===== config.mk =====
export PLATFORM = sky130hd
export DESIGN_NAME = batcharger_ctrl
export DESIGN_NICKNAME = d
export VERILOG_FILES = /design/src/rtl/batcharger_ctrl.sv
export SDC_FILE = /design/constraint.sdc
export NUM_CORES = 1
export LEC_CHECK = 0
export ABC_AREA = 1
export CAP_MARGIN = 5
export CELL_PAD_IN_SITES_DETAIL_PLACEMENT = 1
export CELL_PAD_IN_SITES_GLOBAL_PLACEMENT = 1
export CORE_MARGIN = 8
export CORE_UTILIZATION = 27
export CTS_CLUSTER_SIZE = 24
export DETAILED_ROUTE_END_ITERATION = 16
export PLACE_DENSITY_LB_ADDON = 0.1
export SLEW_MARGIN = 0
export SYNTH_ARGS = -nofsm -noshare
export SYNTH_HDL_FRONTEND = slang
export SYNTH_SLANG_ARGS = --single-unit

===== constraint.sdc =====
create_clock -name clk -period 3.2 [get_ports clk]
set_clock_uncertainty 0.15 [all_clocks]
set_input_delay 0.96 -clock clk [delete_from_list [all_inputs] [get_ports clk]]
set_output_delay 0.96 -clock clk [all_outputs]
set_load 0.05 [all_outputs]

===== src/rtl/batcharger_ctrl.sv =====
// rtl/batcharger_ctrl.sv - Li-ion charge sequencer (OFF/CHECK/TC/CC/CV/END/FAULT) with qualification and safety timers
// Optional feature macro: BATCHARGER_TEMPMON_EN enables the temperature window fault checks.
module batcharger_ctrl #(
    parameter int ADC_W   = 8,
    parameter int CODE_W  = 8,
    parameter int TIMER_W = 16,
    parameter int QUAL    = 4
) (
    input  logic               clk,
    input  logic               rstz,
    input  logic               en,
    input  logic [ADC_W-1:0]   vbat,
    input  logic [ADC_W-1:0]   ibat,
    input  logic [ADC_W-1:0]   vtemp,
    input  logic [ADC_W-1:0]   vcutoff,
    input  logic [ADC_W-1:0]   vpreset,
    input  logic [ADC_W-1:0]   vrecharge,
    input  logic [ADC_W-1:0]   iend,
    input  logic [ADC_W-1:0]   tmin,
    input  logic [ADC_W-1:0]   tmax,
    input  logic [CODE_W-1:0]  itc,
    input  logic [CODE_W-1:0]  icc,
    input  logic [TIMER_W-1:0] tc_tmax,
    input  logic [TIMER_W-1:0] cv_tmax,
    output logic               tc,
    output logic               cc,
    output logic               cv,
    output logic [CODE_W-1:0]  icode,
    output logic               done,
    output logic               fault,
    output logic [2:0]         state
);
    localparam logic [2:0] S_OFF   = 3'd0;
    localparam logic [2:0] S_CHECK = 3'd1;
    localparam logic [2:0] S_TC    = 3'd2;
    localparam logic [2:0] S_CC    = 3'd3;
    localparam logic [2:0] S_CV    = 3'd4;
    localparam logic [2:0] S_END   = 3'd5;
    localparam logic [2:0] S_FAULT = 3'd6;
    localparam logic [3:0] QUAL_SAT  = 4'(QUAL);
    localparam logic [3:0] QUAL_LAST = 4'(QUAL - 1);

    logic [2:0]         state_d;
    logic [3:0]         prog_cnt, prog_cnt_d, temp_cnt, temp_cnt_d;
    logic [TIMER_W-1:0] timer, timer_d, timer_inc, tmax_sel;
    logic               temp_bad, prog_cond, charging, prog_qual, temp_qual, timeout;
    logic               tc_d, cc_d, cv_d, done_d, fault_d;
    logic [CODE_W-1:0]  icode_d;

`ifdef BATCHARGER_TEMPMON_EN
    assign temp_bad = (vtemp < tmin) || (vtemp > tmax);
`else
    logic unused_temp;
    assign unused_temp = ^{vtemp, tmin, tmax};
    assign temp_bad    = 1'b0;
`endif

    // Condition currently monitored by the progression counter depends on the mode.
    always_comb begin
        prog_cond = 1'b0;
        case (state)
            S_TC:    prog_cond = vbat >= vcutoff;
            S_CC:    prog_cond = vbat >= vpreset;
            S_CV:    prog_cond = ibat < iend;
            S_END:   prog_cond = vbat < vrecharge;
            default: prog_cond = 1'b0;
        endcase
        charging  = (state == S_TC) || (state == S_CC) || (state == S_CV);
        tmax_sel  = (state == S_TC) ? tc_tmax : cv_tmax;
        timer_inc = (&timer) ? timer : timer + TIMER_W'(1);
        // Timeout fires on the edge that completes tmax cycles in the mode.
        timeout   = ((state == S_TC) || (state == S_CV)) && (tmax_sel != '0) && (timer_inc >= tmax_sel);
        prog_qual = prog_cond && (prog_cnt >= QUAL_LAST);
        temp_qual = charging && temp_bad && (temp_cnt >= QUAL_LAST);
    end

    always_comb begin
        state_d = state;
        if (!en) begin
            state_d = S_OFF;
        end else begin
            case (state)
                S_OFF:   state_d = S_CHECK;
                S_CHECK: begin
                    if (temp_bad)            state_d = S_FAULT;
                    else if (vbat < vcutoff) state_d = S_TC;
                    else if (vbat < vpreset) state_d = S_CC;
                    else                     state_d = S_CV;
                end
                S_TC, S_CC, S_CV: begin
                    if (temp_qual)                     state_d = S_FAULT;
                    else if (timeout && state == S_TC) state_d = S_FAULT;
                    else if (timeout && state == S_CV) state_d = S_END;
                    else if (prog_qual)                state_d = (state == S_TC) ? S_CC :
                                                                 (state == S_CC) ? S_CV : S_END;
                end
                S_END:   if (prog_qual) state_d = S_CHECK;
                S_FAULT: state_d = S_FAULT;
                default: state_d = S_OFF;
            endcase
        end
    end

    always_comb begin
        prog_cnt_d = '0;
        temp_cnt_d = '0;
        timer_d    = '0;
        if (state_d == state) begin
            if (prog_cond)            prog_cnt_d = (prog_cnt >= QUAL_SAT) ? QUAL_SAT : prog_cnt + 4'd1;
            if (charging && temp_bad) temp_cnt_d = (temp_cnt >= QUAL_SAT) ? QUAL_SAT : temp_cnt + 4'd1;
            if ((state == S_TC) || (state == S_CV)) timer_d = timer_inc;
        end
    end

    always_comb begin
        tc_d    = state_d == S_TC;
        cc_d    = state_d == S_CC;
        cv_d    = state_d == S_CV;
        done_d  = state_d == S_END;
        fault_d = state_d == S_FAULT;
        icode_d = '0;
        if (state_d == S_TC)                           icode_d = itc;
        else if ((state_d == S_CC) || (state_d == S_CV)) icode_d = icc;
    end

    always_ff @(posedge clk or negedge rstz) begin
        if (!rstz) begin
            state    <= S_OFF;
            prog_cnt <= '0;
            temp_cnt <= '0;
            timer    <= '0;
            tc       <= 1'b0;
            cc       <= 1'b0;
            cv       <= 1'b0;
            done     <= 1'b0;
            fault    <= 1'b0;
            icode    <= '0;
        end else begin
            state    <= state_d;
            prog_cnt <= prog_cnt_d;
            temp_cnt <= temp_cnt_d;
            timer    <= timer_d;
            tc       <= tc_d;
            cc       <= cc_d;
            cv       <= cv_d;
            done     <= done_d;
            fault    <= fault_d;
            icode    <= icode_d;
        end
    end
endmodule


==> reports/results.txt <==
Result of the run: finished with violations
Violations in the final reports: negative setup slack
Fmax: 262 MHz
HP Start: prog_cnt[0]$_DFF_PN0_
Total die area: 0.0165 mm²
Pre-Repair DR Iteration Count: 4
Relative slew slack: 41.8%
Initial core utilization: 27.4%
Power density over cell area: 596 mW/mm²
Count of distinct cell types in the synthesized netlist: 32
Number of endpoints with negative hold slack in the final report: 0
Beginning of the worst register-to-register path: timer[1]$_DFF_PN0_
Worst min-delay path category: register to register
Synthesized cell area: 0.00342 mm²
Element type at the critical path start: register
Layout area overhead: 77.2%
Total via count after detailed routing: 4038
Synth cell count leaders: sky130_fd_sc_hd__nand2_1, sky130_fd_sc_hd__inv_1, sky130_fd_sc_hd__nor2_1, sky130_fd_sc_hd__ha_1, sky130_fd_sc_hd__dfrtp_1
Flip-flop cell with the highest count after synthesis: sky130_fd_sc_hd__dfrtp_1
Number of antenna violations at the first check in global routing: 0
Boundary pin count: 139
Clock period minus worst slack: 3.82 ns
Largest net degree at the start of global routing: 37
Remaining antenna violation count after routing: 0
Routed length per placed instance: 14.5 µm
Leakage power: 3.11 nW
Number of synthesized register bits: 36
Proportion of layout cells with a drive suffix above 1: 25.2%
DRC Markers: 0
Library cell used as clock root buffer: sky130_fd_sc_hd__clkbuf_16
Fraction of synthesized cell area taken by the top area cell type: 26.3%
Startpoint of the most critical setup path: timer[1]$_DFF_PN0_
Final sum of negative setup slack: -17.78 ns
Critical path type: register to register
Die height: 129 µm
TritonCTS clock tree: done
Required time reported for the critical path endpoint: 3.27 ns
Post-route worst setup slack: -0.623 ns
Element type at the critical path end: register
Share of the core filled with cells: 48.5%
Worst-margin pin slew: 0.874 ns
Antenna diode count: 0
Sinks on the clock net: 36
Setup repair after global routing missed its margin: true
Post-place setup slack: -0.644 ns
WL final: 13100 µm
Critical Path Fanout Max: 5
Global-route usage over all layers: 16.0%
Die span in x: 129 µm
Global-route met3 utilization: 3.60%
Core ar.: 0.0125 mm²
First-pass GRT wire length: 21300 µm
Deepest level of the CTS H-tree: 2
Top post-synthesis cells by area: sky130_fd_sc_hd__dfrtp_1, sky130_fd_sc_hd__nand2_1, sky130_fd_sc_hd__ha_1
Max-Cap Viols: 0
Proportion of synthesized chip area in sequential cells: 26.3%
Count of flip-flops with a built-in enable after synthesis: 0
Post-synthesis async set-or-reset flop share: 100%
Sum of net half-perimeters after detailed placement: 10300 µm
Slowest Stage Delay on Critical Path: 0.36 ns
Setup violations, final: 33
Global routing met1 resource utilization: 16.8%
Number of rows in the core area: 41
Cell with the most instances after synthesis: sky130_fd_sc_hd__nand2_1
Number of warning messages in the yosys log: 0
Total overflow reported by the global router: 0
Most Crowded Layer GR: met2
Count of input and output buffers: 114
Met2 track demand over resource: 31.0%
Clock slew at the register clock pins of the worst setup and hold paths: 0.06 ns
Clock buffer count from CTS: 5
Most used cell, CP: sky130_fd_sc_hd__nor2_2
Critical path's slowest cell: sky130_fd_sc_hd__dfrtp_1
Largest voltage drop on the vdd net: 0.000390 V
Vias per Instance: 4.46
Gate Count Post-Synth: 525
Average instance area after synthesis: 6.52 µm²
Leading area contributor after synthesis: sky130_fd_sc_hd__dfrtp_1
Count of nets after finishing: 903
Worst-case clock buffer depth: 2
Arrival time of data at the critical path endpoint: 3.89 ns
Fin crit share: 119%
Final max-slew violation count: 0
Clk_lat worst skew: 0.29 ns
Via count of the first global-routing pass: 4601
Starting DRT DRC Count: 121
Final Wtd Congestion: 0.785
metrics by stage:
stage | power, W | hold slack (ns) | instance area, µm² | cells
6_report | 0.00362 | 0.394 | 6070 | 905
5_1_grt | 0.00389 | 0.440 | 6070 | 905
4_1_cts | 0.00328 | 0.396 | 5710 | 896
3_5_place_dp | 0.00250 | 0.384 | 5310 | 875
3_3_place_gp | 0.00245 | 0.367 | 5310 | 875
2_1_floorplan | 0.00171 | 0.351 | 3460 | 526
metal layers:
layer / share of wire (%) / vias up
met5: 0 / -
met3: 4.1 / 15
met4: 1.7 / 0
li1: - / 2033
met1: 41 / 1914
met2: 53 / 76
layout make-up:
| type | count | area (µm²) |
|---|---|---|
| Tap cell | 172 | 215 |
| Sequential cell | 36 | 901 |
| Timing Repair Buffer | 203 | 1930 |
| Multi-Input combinational cell | 395 | 2510 |
| Fill cell | 1599 | 6450 |
| Clock buffer | 5 | 125 |
| Inverter | 91 | 343 |
| Clock inverter | 3 | 42.5 |
flip-flops by register name, indices dropped and copies added, names as in the netlist:
signal	cells
done	1
cv	1
icode	8
prog_cnt	4
timer	16
fault	1
tc	1
state	3
cc	1
final timing paths:
kind | slack [ns] | depth (start not counted) | end
min in group asynchronous | 0.64 | 1 | timer[8]$_DFF_PN0_
setup reg to reg | -0.62 | 26 | timer[9]$_DFF_PN0_
setup / recovery | -0.62 | 26 | timer[9]$_DFF_PN0_
hold reg to reg | 0.39 | 3 | prog_cnt[0]$_DFF_PN0_
hold / removal | 0.39 | 3 | prog_cnt[0]$_DFF_PN0_
max in group asynchronous | 1.71 | 1 | tc$_DFF_PN0_
cell families (layout without fill, tap and decap cells):
| family | after synthesis | in the layout | share of synthesized area (%) |
|---|---|---|---|
| compound gates | 32 | 32 | 5.11 |
| xor+xnor | 10 | 10 | 2.56 |
| fa+ha+maj | 48 | 48 | 17.5 |
| buf+inv | 96 | 302 | 11.3 |
| flops | 36 | 36 | 26.3 |
| other cells | 1 | 2 | 0.110 |
| simple gates | 302 | 303 | 37.0 |
power by group:
part | internal, W | leakage [nW] | switching [W] | total [W]
sequential | 0.000539 | 0.489 | 0.0000450 | 0.000584
clock | 0.000366 | 0.0798 | 0.000208 | 0.000574
combinational | 0.00106 | 2.54 | 0.00140 | 0.00246
total | 0.00196 | 3.11 | 0.00166 | 0.00362
critical path, delay by kind of cell, from the launching register on:
kind	cells	cell delay [ns]
and+or+nand+nor	20	2.26
adders and majority gates	2	0.50
DFF	1	0.36
buffers and inverters	4	0.46
layout by cell type (no fill, tap or decap), types with 7 or more instances in the layout:
cell type and instances:
sky130_fd_sc_hd__nand2_1 170, sky130_fd_sc_hd__buf_6 11, sky130_fd_sc_hd__nand2_2 13, sky130_fd_sc_hd__nor2_2 17, sky130_fd_sc_hd__ha_1 42, sky130_fd_sc_hd__a21oi_1 17
sky130_fd_sc_hd__clkdlybuf4s50_1 113, sky130_fd_sc_hd__dfrtp_1 36, sky130_fd_sc_hd__inv_1 81, sky130_fd_sc_hd__nand3_1 23, sky130_fd_sc_hd__nand4_1 7, sky130_fd_sc_hd__nor2_1 36
sky130_fd_sc_hd__inv_2 8, sky130_fd_sc_hd__clkbuf_16 7, sky130_fd_sc_hd__nor2_4 14, sky130_fd_sc_hd__buf_4 72
repair_timing:
item	in CTS	in global routing
pin swaps	14	39
hold buffers	0	0
cloned	1	3
resized for setup	29	60
setup buffers	13	7
setup endpoints to repair	33	34
Note: power is estimated with default switching activity, not from simulation.
